**src/rtl/core_bus_arb.sv**
```systemverilog
// core_bus_arb: two-master (ibus, dbus) to one-slave Wishbone B4 pipelined
// arbiter. Ownership is held per bus cycle and an outstanding-strobe counter
// keeps the grant until every accepted strobe has been acknowledged. This
// guarantees that acks always return to the master that issued them.
// Simultaneous requests are resolved round-robin against the last owner.
module core_bus_arb #(
  parameter int MAX_OUTSTANDING = 4
) (
  input  logic        clk,
  input  logic        rst,
  // instruction-fetch master
  input  logic        ibus_cyc,
  input  logic        ibus_stb,
  input  logic        ibus_we,
  input  logic [31:0] ibus_adr,
  input  logic [31:0] ibus_dat_o,
  input  logic [3:0]  ibus_sel,
  output logic [31:0] ibus_dat_i,
  output logic        ibus_ack,
  output logic        ibus_stall,
  // load/store master
  input  logic        dbus_cyc,
  input  logic        dbus_stb,
  input  logic        dbus_we,
  input  logic [31:0] dbus_adr,
  input  logic [31:0] dbus_dat_o,
  input  logic [3:0]  dbus_sel,
  output logic [31:0] dbus_dat_i,
  output logic        dbus_ack,
  output logic        dbus_stall,
  // shared memory-side bus
  output logic        mbus_cyc,
  output logic        mbus_stb,
  output logic        mbus_we,
  output logic [31:0] mbus_adr,
  output logic [31:0] mbus_dat_o,
  output logic [3:0]  mbus_sel,
  input  logic [31:0] mbus_dat_i,
  input  logic        mbus_ack,
  input  logic        mbus_stall
);

  localparam int CNT_W = $clog2(MAX_OUTSTANDING + 1);

  typedef enum logic [1:0] {GNT_NONE = 2'd0, GNT_IBUS = 2'd1, GNT_DBUS = 2'd2} grant_t;
  typedef enum logic {LAST_IBUS = 1'b0, LAST_DBUS = 1'b1} last_t;

  grant_t            grant, grant_nxt;
  last_t             last, last_nxt;
  logic [CNT_W-1:0]  cnt, cnt_nxt;
  logic              granted, own_cyc, own_stb, full, accept, ack_ok, free;

  // Read data is broadcast; masters qualify it with their own ack.
  assign ibus_dat_i = mbus_dat_i;
  assign dbus_dat_i = mbus_dat_i;

  assign granted  = (grant != GNT_NONE);
  assign full     = (cnt == CNT_W'(MAX_OUTSTANDING));
  // A strobe is only forwarded inside an open cycle and while the window has room.
  assign mbus_stb = own_cyc & own_stb & ~full;
  // Keep the memory-side cycle open until the last outstanding ack is back.
  assign mbus_cyc = granted & (own_cyc | (cnt != '0));
  assign accept   = mbus_stb & ~mbus_stall;
  // Acks with nothing outstanding (or with no owner) are spurious and dropped.
  assign ack_ok   = granted & mbus_ack & (cnt != '0);
  // Arbitrate when idle, or when the owner has closed its cycle and drained.
  assign free     = ~granted | (~own_cyc & (cnt == '0));

  // Grant mux: only the current owner's signals can reach the memory bus.
  always_comb begin
    own_cyc    = 1'b0;
    own_stb    = 1'b0;
    mbus_we    = 1'b0;
    mbus_adr   = '0;
    mbus_dat_o = '0;
    mbus_sel   = '0;
    ibus_ack   = 1'b0;
    ibus_stall = 1'b1;
    dbus_ack   = 1'b0;
    dbus_stall = 1'b1;
    case (grant)
      GNT_IBUS: begin
        own_cyc    = ibus_cyc;
        own_stb    = ibus_stb;
        mbus_we    = ibus_we;
        mbus_adr   = ibus_adr;
        mbus_dat_o = ibus_dat_o;
        mbus_sel   = ibus_sel;
        ibus_ack   = ack_ok;
        ibus_stall = mbus_stall | full;
      end
      GNT_DBUS: begin
        own_cyc    = dbus_cyc;
        own_stb    = dbus_stb;
        mbus_we    = dbus_we;
        mbus_adr   = dbus_adr;
        mbus_dat_o = dbus_dat_o;
        mbus_sel   = dbus_sel;
        dbus_ack   = ack_ok;
        dbus_stall = mbus_stall | full;
      end
      default: ;
    endcase
  end

  // Next grant, round-robin memory and outstanding count.
  always_comb begin
    grant_nxt = grant;
    last_nxt  = last;
    cnt_nxt   = cnt;
    case ({accept, ack_ok})
      2'b10:   cnt_nxt = cnt + CNT_W'(1);
      2'b01:   cnt_nxt = cnt - CNT_W'(1);
      default: cnt_nxt = cnt;
    endcase
    if (free) begin
      if (ibus_cyc && dbus_cyc) begin
        grant_nxt = (last == LAST_IBUS) ? GNT_DBUS : GNT_IBUS;
      end else if (ibus_cyc) begin
        grant_nxt = GNT_IBUS;
      end else if (dbus_cyc) begin
        grant_nxt = GNT_DBUS;
      end else begin
        grant_nxt = GNT_NONE;
      end
      if (grant_nxt == GNT_IBUS) last_nxt = LAST_IBUS;
      if (grant_nxt == GNT_DBUS) last_nxt = LAST_DBUS;
    end
  end

  // State register; reset drops the bus immediately, without waiting for a clock.
  always_ff @(posedge clk or negedge rst) begin
    if (!rst) begin
      grant <= GNT_NONE;
      last  <= LAST_IBUS;
      cnt   <= '0;
    end else begin
      grant <= grant_nxt;
      last  <= last_nxt;
      cnt   <= cnt_nxt;
    end
  end

endmodule

```
**config.mk**
```make
export PLATFORM = sky130hd
export DESIGN_NAME = core_bus_arb
export DESIGN_NICKNAME = d
export VERILOG_FILES = /design/src/rtl/core_bus_arb.sv
export SDC_FILE = /design/constraint.sdc
export NUM_CORES = 1
export LEC_CHECK = 0
export CAP_MARGIN = 20
export CORE_AREA = 2 2 123 125
export DETAILED_ROUTE_END_ITERATION = 10
export DIE_AREA = 0 0 125 127
export DONT_BUFFER_PORTS = 1
export PLACE_DENSITY = 0.3
export SETUP_SLACK_MARGIN = 0.2
export SLEW_MARGIN = 5
export SYNTH_ARGS = -nofsm -noshare
export SYNTH_HDL_FRONTEND = slang
export SYNTH_SLANG_ARGS = --single-unit
```
**constraint.sdc**
```tcl
create_clock -name clk -period 2.3 [get_ports clk]
set_input_delay 0.46 -clock clk [delete_from_list [all_inputs] [get_ports clk]]
set_output_delay 0.46 -clock clk [all_outputs]
set_load 0.03 [all_outputs]
```
== After elaboration in Yosys (flattened, before gate mapping) ==
Index checks and enable logic that the tools add are counted.
Word-level totals
  register bits after elaboration: 6
  input bits: 178
  word-level logic and storage cells: 51
Operators by class
  $add $sub $neg: 2
  eq/ne operators: 7
  multiplexer cells: 18
  bitwise logic cells: 14
  reduce and logical (&&, ||, !) cells: 7
Operators with widths (number)
  $pmux W32 S2: 2
  $mux W2: 5
  $pmux W4 S2: 1
  $and A1 B1 Y1: 7
  $eq A2 B1 Y1 const B: 3
  $eq A2 B2 Y1 const B: 3
  $mux W1: 6
  $pmux W1 S2: 3
  $pmux W3 S2: 1
  $reduce_bool A2 Y1: 3
  $not A1 Y1: 4
  $add A3 B1 Y3 const B: 1
  $eq A3 B3 Y1 const B: 1
  $logic_not A3 Y1: 1
  $or A1 B1 Y1: 3
  $reduce_bool A3 Y1: 1
  $sub A3 B1 Y3 const B: 1
  $reduce_and A2 Y1: 1
  $logic_and A1 B1 Y1: 1

== Depth between registers and ports, before layout ==
  depth after elaboration: 9
  mapped depth: 12

== Worst setup path before layout ==
OpenSTA, ideal clock, no wires.
  path kind: register to register
  start point: register grant[0]
  end point: register cnt[2]
  setup time: 79 ps
  arrival: 2032 ps
  required time: 2221 ps
  path slack: 189 ps
  cell stages (with the launch flop): 13
  path buffers: 1
  path through: dfrtp_1 > inv_1 > ha_1 > buf_6 > a22oi_4 > nor3_1 > nand2_1 > ha_1 > inv_1 > fa_1 > xor2_1 > nor2_1 > xor2_1
Between the ends
  word-level cells in the longest chain between the ends: 7
RTL lines
  start, declared: RTL line 48  | grant_t grant, grant_nxt;
  start signal, assigned: RTL line 138  | grant <= grant_nxt;
  $eq A2 B2 Y1 or $eq A2 B1 Y1 (tied branches): RTL line 81  | case (grant)
  $pmux W1 S2: RTL line 81
  $and A1 B1 Y1 (2 in a row): RTL line 60  | assign mbus_stb = own_cyc & own_stb & ~full;
  $and A1 B1 Y1: RTL line 63  | assign accept = mbus_stb & ~mbus_stall;
  $eq A2 B1 Y1 or $eq A2 B2 Y1 (tied branches): RTL line 111  | case ({accept, ack_ok})
  $pmux W3 S2 or $reduce_bool A2 Y1 (tied branches)
  end signal, assigned: RTL line 140  | cnt <= cnt_nxt;
  end, declared: RTL line 50  | logic [CNT_W-1:0] cnt, cnt_nxt;
Several ways; a longest one is shown, not always the timed one.
A chain may end at the register's enable or synchronous reset.

== Worst setup path after layout ==
  start point: register grant[1]
  end point: output port mbus_cyc
Between the ends
  word-level cells in the longest chain between the ends: 4
RTL lines
  $eq A2 B2 Y1 or $eq A2 B1 Y1 (tied branches): RTL line 81
  $pmux W1 S2: RTL line 81
  $or A1 B1 Y1: RTL line 62  | assign mbus_cyc = granted & (own_cyc | (cnt != '0));
  $and A1 B1 Y1 (*): RTL line 62
  end, declared: RTL line 32  | output logic mbus_cyc,
Mark *: on every way between the ends. The rest lies on a longest branch, timed or not.

==> impl_metrics.csv <==
group,metric,value,unit
drt,drt-initial-drc-count,101,
drt,post_drt_wl_per_cell,17.4,um
synth,ys_types,27,
pwr,power_density,2120,mW/mm^2
placed_design,gp_congestion,0.773,
cells_and_area,area_growth,39.0,%
floorplanning,core_area,0.0144,mm^2
floorplanning,dieArea,0.0159,mm^2
floorplanning,die_x,125,um
grt,grt_pass1_wl,11.0,mm
synth,syn-num-nets,455,
floorplanning,ios,317,
critical_path,r2r_slack,0.24,ns
timing,fin_setup_tns,0,ns
synth,synthArstFlopShare,100,%
cells_and_area,instances_no_fill,462,
placed_design,port_buffers,0,
cts,numCtsBuffers,3,
drt,vias,1983,
job,drv_cap,0,
cts,clkSinkCount,6,
synth,ys.flop_type,"dfrtp_1",
grt,grtUsageTotal,8.64,%
cells_and_area,n_fill_cell,1646,
cells_and_area,drive_gt1_share,47.5,%
cells_and_area,final_util,17.7,%
critical_path,r2r-start,"grant[0]",
pwr,p_leak,1.06,nW
timing,min_period,2.13,ns
cts,cts_max_path_buffers,2,
drt,wl,8.05,mm
min_path,hp-start,"dbus_cyc",
cells_and_area,final_nets,463,
cells_and_area,fin_area,0.00255,mm^2
synth,synth.cells.most_frequent,"nor2_1, a22oi_1, buf_4",
timing,maxSlewHeadroom,71.5,%
synth,synth.avg_cell_area,6.74,um^2
cts,cts.clk_slew.worst_paths,0.03,ns
drt,dr.pass1.iters,5,
critical_path,r2r_cells,11,
placed_design,place_area,0.00205,mm^2
grt,grt_max_degree,46,
placed_design,hpwl,5.94,mm
timing,slew_viol_final,0,
synth,synth-seq-cells,6,
synth,seq_area_frac_synth,8.19,%
synth,synthesis.area,0.00183,mm^2
critical_path,end_kind,"output pin",
synth,yosysMostFrequentCell,"nor2_1",
critical_path,cp_data_required_time,1.84,ns
timing,setup_violations,0,
min_path,hold_path_class,"in2reg",
drt,drtAntennaViolNets,0,
critical_path,path_max_fanout,6,
cells_and_area,diodes,0,
cts,cts-root-buf,"clkbuf_16",
floorplanning,std_cell_rows,44,
cts,cts_tree,"done",
synth,yosys.area.top_type,"a22oi_1",
critical_path,path_class,"reg2out",
timing,worst_clock_skew,0.000409,ns
timing,tightest_slew,0.427,ns
cts,insertion_delay,0.23,ns
synth,yosysTopAreaCellShare,28.7,%
grt,grt_pass1_vias,1924,
critical_path,crit_path_start_kind,"register",
floorplanning,start_util,12.7,%
cts,htree_levels,1,
grt,overflow,0,
synth,synth_area_leaders,"a22oi_1, buf_4, nor2_1",
timing,hold_viol,0,
drt,drc_errors,0,
floorplanning,die_y,127,um
placed_design,dp_cells,446,
min_path,holdPathStages,2,
min_path,whs_endpoint,"grant[1]",
critical_path,cp.arrival,1.67,ns
timing,fmax,470,MHz
timing,rsz0062_at_grt,"yes",
synth,synth_edf_count,0,
synth,synthCells,272,
critical_path,rr_endpoint,"cnt[2]",
synth,yosys_warnings,0,
outcome,run_status,"finished, final reports clean",
pwr,ir_drop,0.000924,V
timing,post-route-period-util,92.5,%
grt,antenna_found_initial,0,
drt,viasPerCell,4.29,
==> metal layers <==
| layer | part of all wire [%] | track usage [%] | up-vias |
|---|---|---|---|
| li1 | - | - | 898 |
| met1 | 38 | 9.78 | 906 |
| met2 | 46 | 14.8 | 150 |
| met3 | 12 | 3.73 | 29 |
| met4 | 3.7 | 2.68 | 0 |
| met5 | 0 | 0 | - |
==> what timing repair did <==
item	CTS	global route
pin swaps	1	17
buffers inserted	2	5
setup endpoints to repair	70	54
hold endpoints to repair	6	0
gates cloned	2	3
hold buffers	1	0
gates resized for setup	21	33
==> sequential cells by signal (all words and copies together) (netlist names) <==
register and flops:
last 1, grant 2, cnt 3
==> worst max path at each step <==
stage,startpoint,slack (ns),cells past startpoint,end
after floorplan,grant[0],0.21,12,cnt[2]
after global placement,grant[0],0.18,6,mbus_dat_o[20]
after detailed placement,grant[0],0.17,6,mbus_dat_o[20]
after CTS,grant[1],0.18,6,mbus_adr[17]
after global routing,grant[0],0.07,11,cnt[2]
final,grant[1],0.17,6,mbus_cyc
==> cells in the final DEF, fill, tap and decap left out, types with 2 or more instances in the layout <==
cell type and n:
a22oi_1 47, buf_16 2, clkbuf_16 5, inv_2 4
nor3_2 2, mux2i_1 3, nor2_1 70, a22oi_2 23
xor2_1 2, inv_1 4, ha_4 3, buf_12 4
nor2_2 2, nand2_1 5, buf_6 6, dfrtp_1 6
buf_4 74
==> kinds of logic (layout without fill, tap and decap cells) <==
family,after synthesis,in the layout,share of synthesized area (%)
fa+ha+maj,5,5,3.82
mux,3,3,1.64
compound gates,77,77,32.8
simple gates,83,83,18.0
buf+inv,95,101,34.1
flops,6,6,8.19
xor+xnor,3,3,1.43
==> stage by stage <==
stage                     hold slack (ns)  power, W  setup WS (ns)
final                               0.382   0.00540          0.172
after detailed placement            0.165   0.00432          0.166
after CTS                           0.384   0.00507          0.181
after global placement              0.165   0.00429          0.181
after floorplan                     0.164   0.00332          0.212
after global routing                0.385   0.00579         0.0656
==> worst max-delay path: stages, from the launching register on <==
cell and delay (ns):
dfrtp_1 0.40, inv_2 0.12, ha_4 0.25, a22oi_4 0.07
buf_4 0.14, buf_4 0.14, o22ai_4 0.32
==> power by group <==
group,internal (W),switching [W]
sequential,0.000164,0.0000616
clock,0.000223,0.0000568
combinational,0.00192,0.00298
==> cell type report <==
class	count	area, um^2	area share, %
Multi-Input combinational cell	171	1230	48.3
Timing Repair Buffer	90	833	32.7
Tap cell	184	230	9.03
Sequential cell	6	150	5.89
Inverter	8	30.0	1.18
Clock buffer	3	75.1	2.95
No activity file was read; power rests on OpenSTA's default activity.
==> variant: new RTL, same settings <==
`MAX_OUTSTANDING`: 4 -> 2.
--- a/src/rtl/core_bus_arb.sv
+++ b/src/rtl/core_bus_arb.sv
@@ -5,5 +5,5 @@
 // Simultaneous requests are resolved round-robin against the last owner.
 module core_bus_arb #(
-  parameter int MAX_OUTSTANDING = 4
+  parameter int MAX_OUTSTANDING = 2
 ) (
   input  logic        clk,
Behaviour: not the same (a bounded check fails within 4 cycles, from zero or initial values and one cycle with rst low).
==> variant against the unedited design <==
- routed wire length is 15% higher
- total power is 4.4% higher
- synthesized cell count is 2.2% lower
- sequential cell count is 1 lower
- largest power group unchanged
- register-to-register slack worse by 90 ps
- final area is 2.5% higher
- first-iteration DRC count is 43% lower
- sequential share of layout area is 1.1 points lower
- synthesized area is 4.0% higher
- critical endpoint is now mbus_dat_o[15]
- worst setup slack worse by 66 ps
- worst hold slack better by 24 ps
==> variant: results (changes against the unedited design) <==
run_status:
  status: "finished clean"
global_routing:
  grt_max_degree: 52  # +13%
  grt.total_usage_pct: 9.13  # +0.49 points
  antenna_found_initial: 2  # +2
  grt_pass1_wl_um: 11100  # +0.56%
  grt_pass1_vias: 1931  # +0.36%
worst_setup_path:
  max_stage_delay_ps: 380  # -20 ps
  endpoint: "mbus_dat_o[15]"
  path_max_fanout: 13  # +7
  r2r_setup_slack_ps: 150  # -90 ps
  arrival_ps: 1730  # +60 ps
  r2r_end: "cnt[1]"
  reg2reg_depth: 9  # -2
  r2r-start: "grant[1]"
  crit_path_start: "grant[0]"
cells_and_area:
  reg_top3: "cnt: 2 flops, grant: 2 flops, last: 1 flops"
  multi_input_area_share_pct: 51.9  # +3.7 points
  fillers: 1644  # -0.12%
  inverters_excl_clock: 4  # -4
  final-clk-cell-share_pct: 3.02  # +0.072 points
  area_growth_pct: 37.1
  drive_gt1_share_pct: 45.0  # -2.5 points
  flops_and_latches: 5  # -1
  nMultiInputCombCells: 170  # -0.58%
  clkbuf_count: 4  # +1
  bufAreaShareNonClock_pct: 30.7  # -2.0 points
  seqCellArea_um2: 125  # -17%
  signal_buffers: 86  # -4.4%
  antennaDiodeCount: 2  # +2
  finalNetCount: 452  # -2.4%
logic_synthesis:
  synth.distinct_cells: 25  # -7.4%
  synth_commonest_cells: "a22oi_1, nor2b_1, buf_4"
  ys_seq_area_share_pct: 6.57  # -1.6 points
  ys_top_cells_by_area: "a22oi_1, buf_4, nor2b_1"
  netlist_area_um2: 1910  # +4.0%
place:
  placed_cell_area_um2: 2170  # +5.9%
  dp_hpwl_um: 6030  # +1.5%
  gp_congestion: 0.682  # -12%
pwr:
  power_leakage_uw: 0.00101  # -4.6%
  pg_comb_uw: 5170  # +5.5%
  sw_frac_of_total_pct: 53.7  # -3.6 points
  peakVddDrop_mv: 0.631  # -32%
  clockPowerShare_pct: 5.1
clock_network:
  cts.repair.resized: 15  # -29%
  cts.root.buffer_cell: "clkbuf_16"
timing:
  finClkSkew_ps: 2.15  # +1.75 ps
  holdWs_ps: 406  # +24.1 ps
  tightestPinTransition_ps: 310  # -117 ps
routing:
  first_pass_iters: 4  # -1
  drt_iter0_drc: 58  # -43%
  dr_total_vias: 1980  # -0.15%
  drt_wl_total_um: 9280  # +15%
## variant: logic make-up (layout without fill, tap and decap cells)
logic type	count (synthesis)	in the layout	share of synthesized area [%]
compound gates	76	76	30.2
xor+xnor	3	3	1.38
fa+ha+maj	4	4	2.63
buf+inv	91	94	30.9
flops	5	5	6.57
mux	2	2	1.05
other cells	0	2	0
simple gates	85	85	27.2
## variant: layer usage
metal / GRT usage [%] / routed length (um) / vias up
li1: - / - / 878
met1: 9.28 / 3230 / 895
met2: 17.3 / 4810 / 163
met3: 1.01 / 638 / 44
met4: 6.67 / 603 / 0
met5: 0 / 0 / -
## variant: through the flow
stage	std cells	setup slack [ps]	total power [uW]
2_1_floorplan	266	198	3280
3_3_place_gp	436	127	4300
3_5_place_dp	436	98.9	4380
4_1_cts	445	131	5190
5_1_grt	455	79.2	6000
6_report	455	106	5640
## variant: worst max-delay path, delay by kind of cell, from the launching register on
kind            cells  cell delay, ps
fa+ha+maj           1             180
buf+inv             4             660
compound gates      1             210
flops               1             380
simple gates        1              80
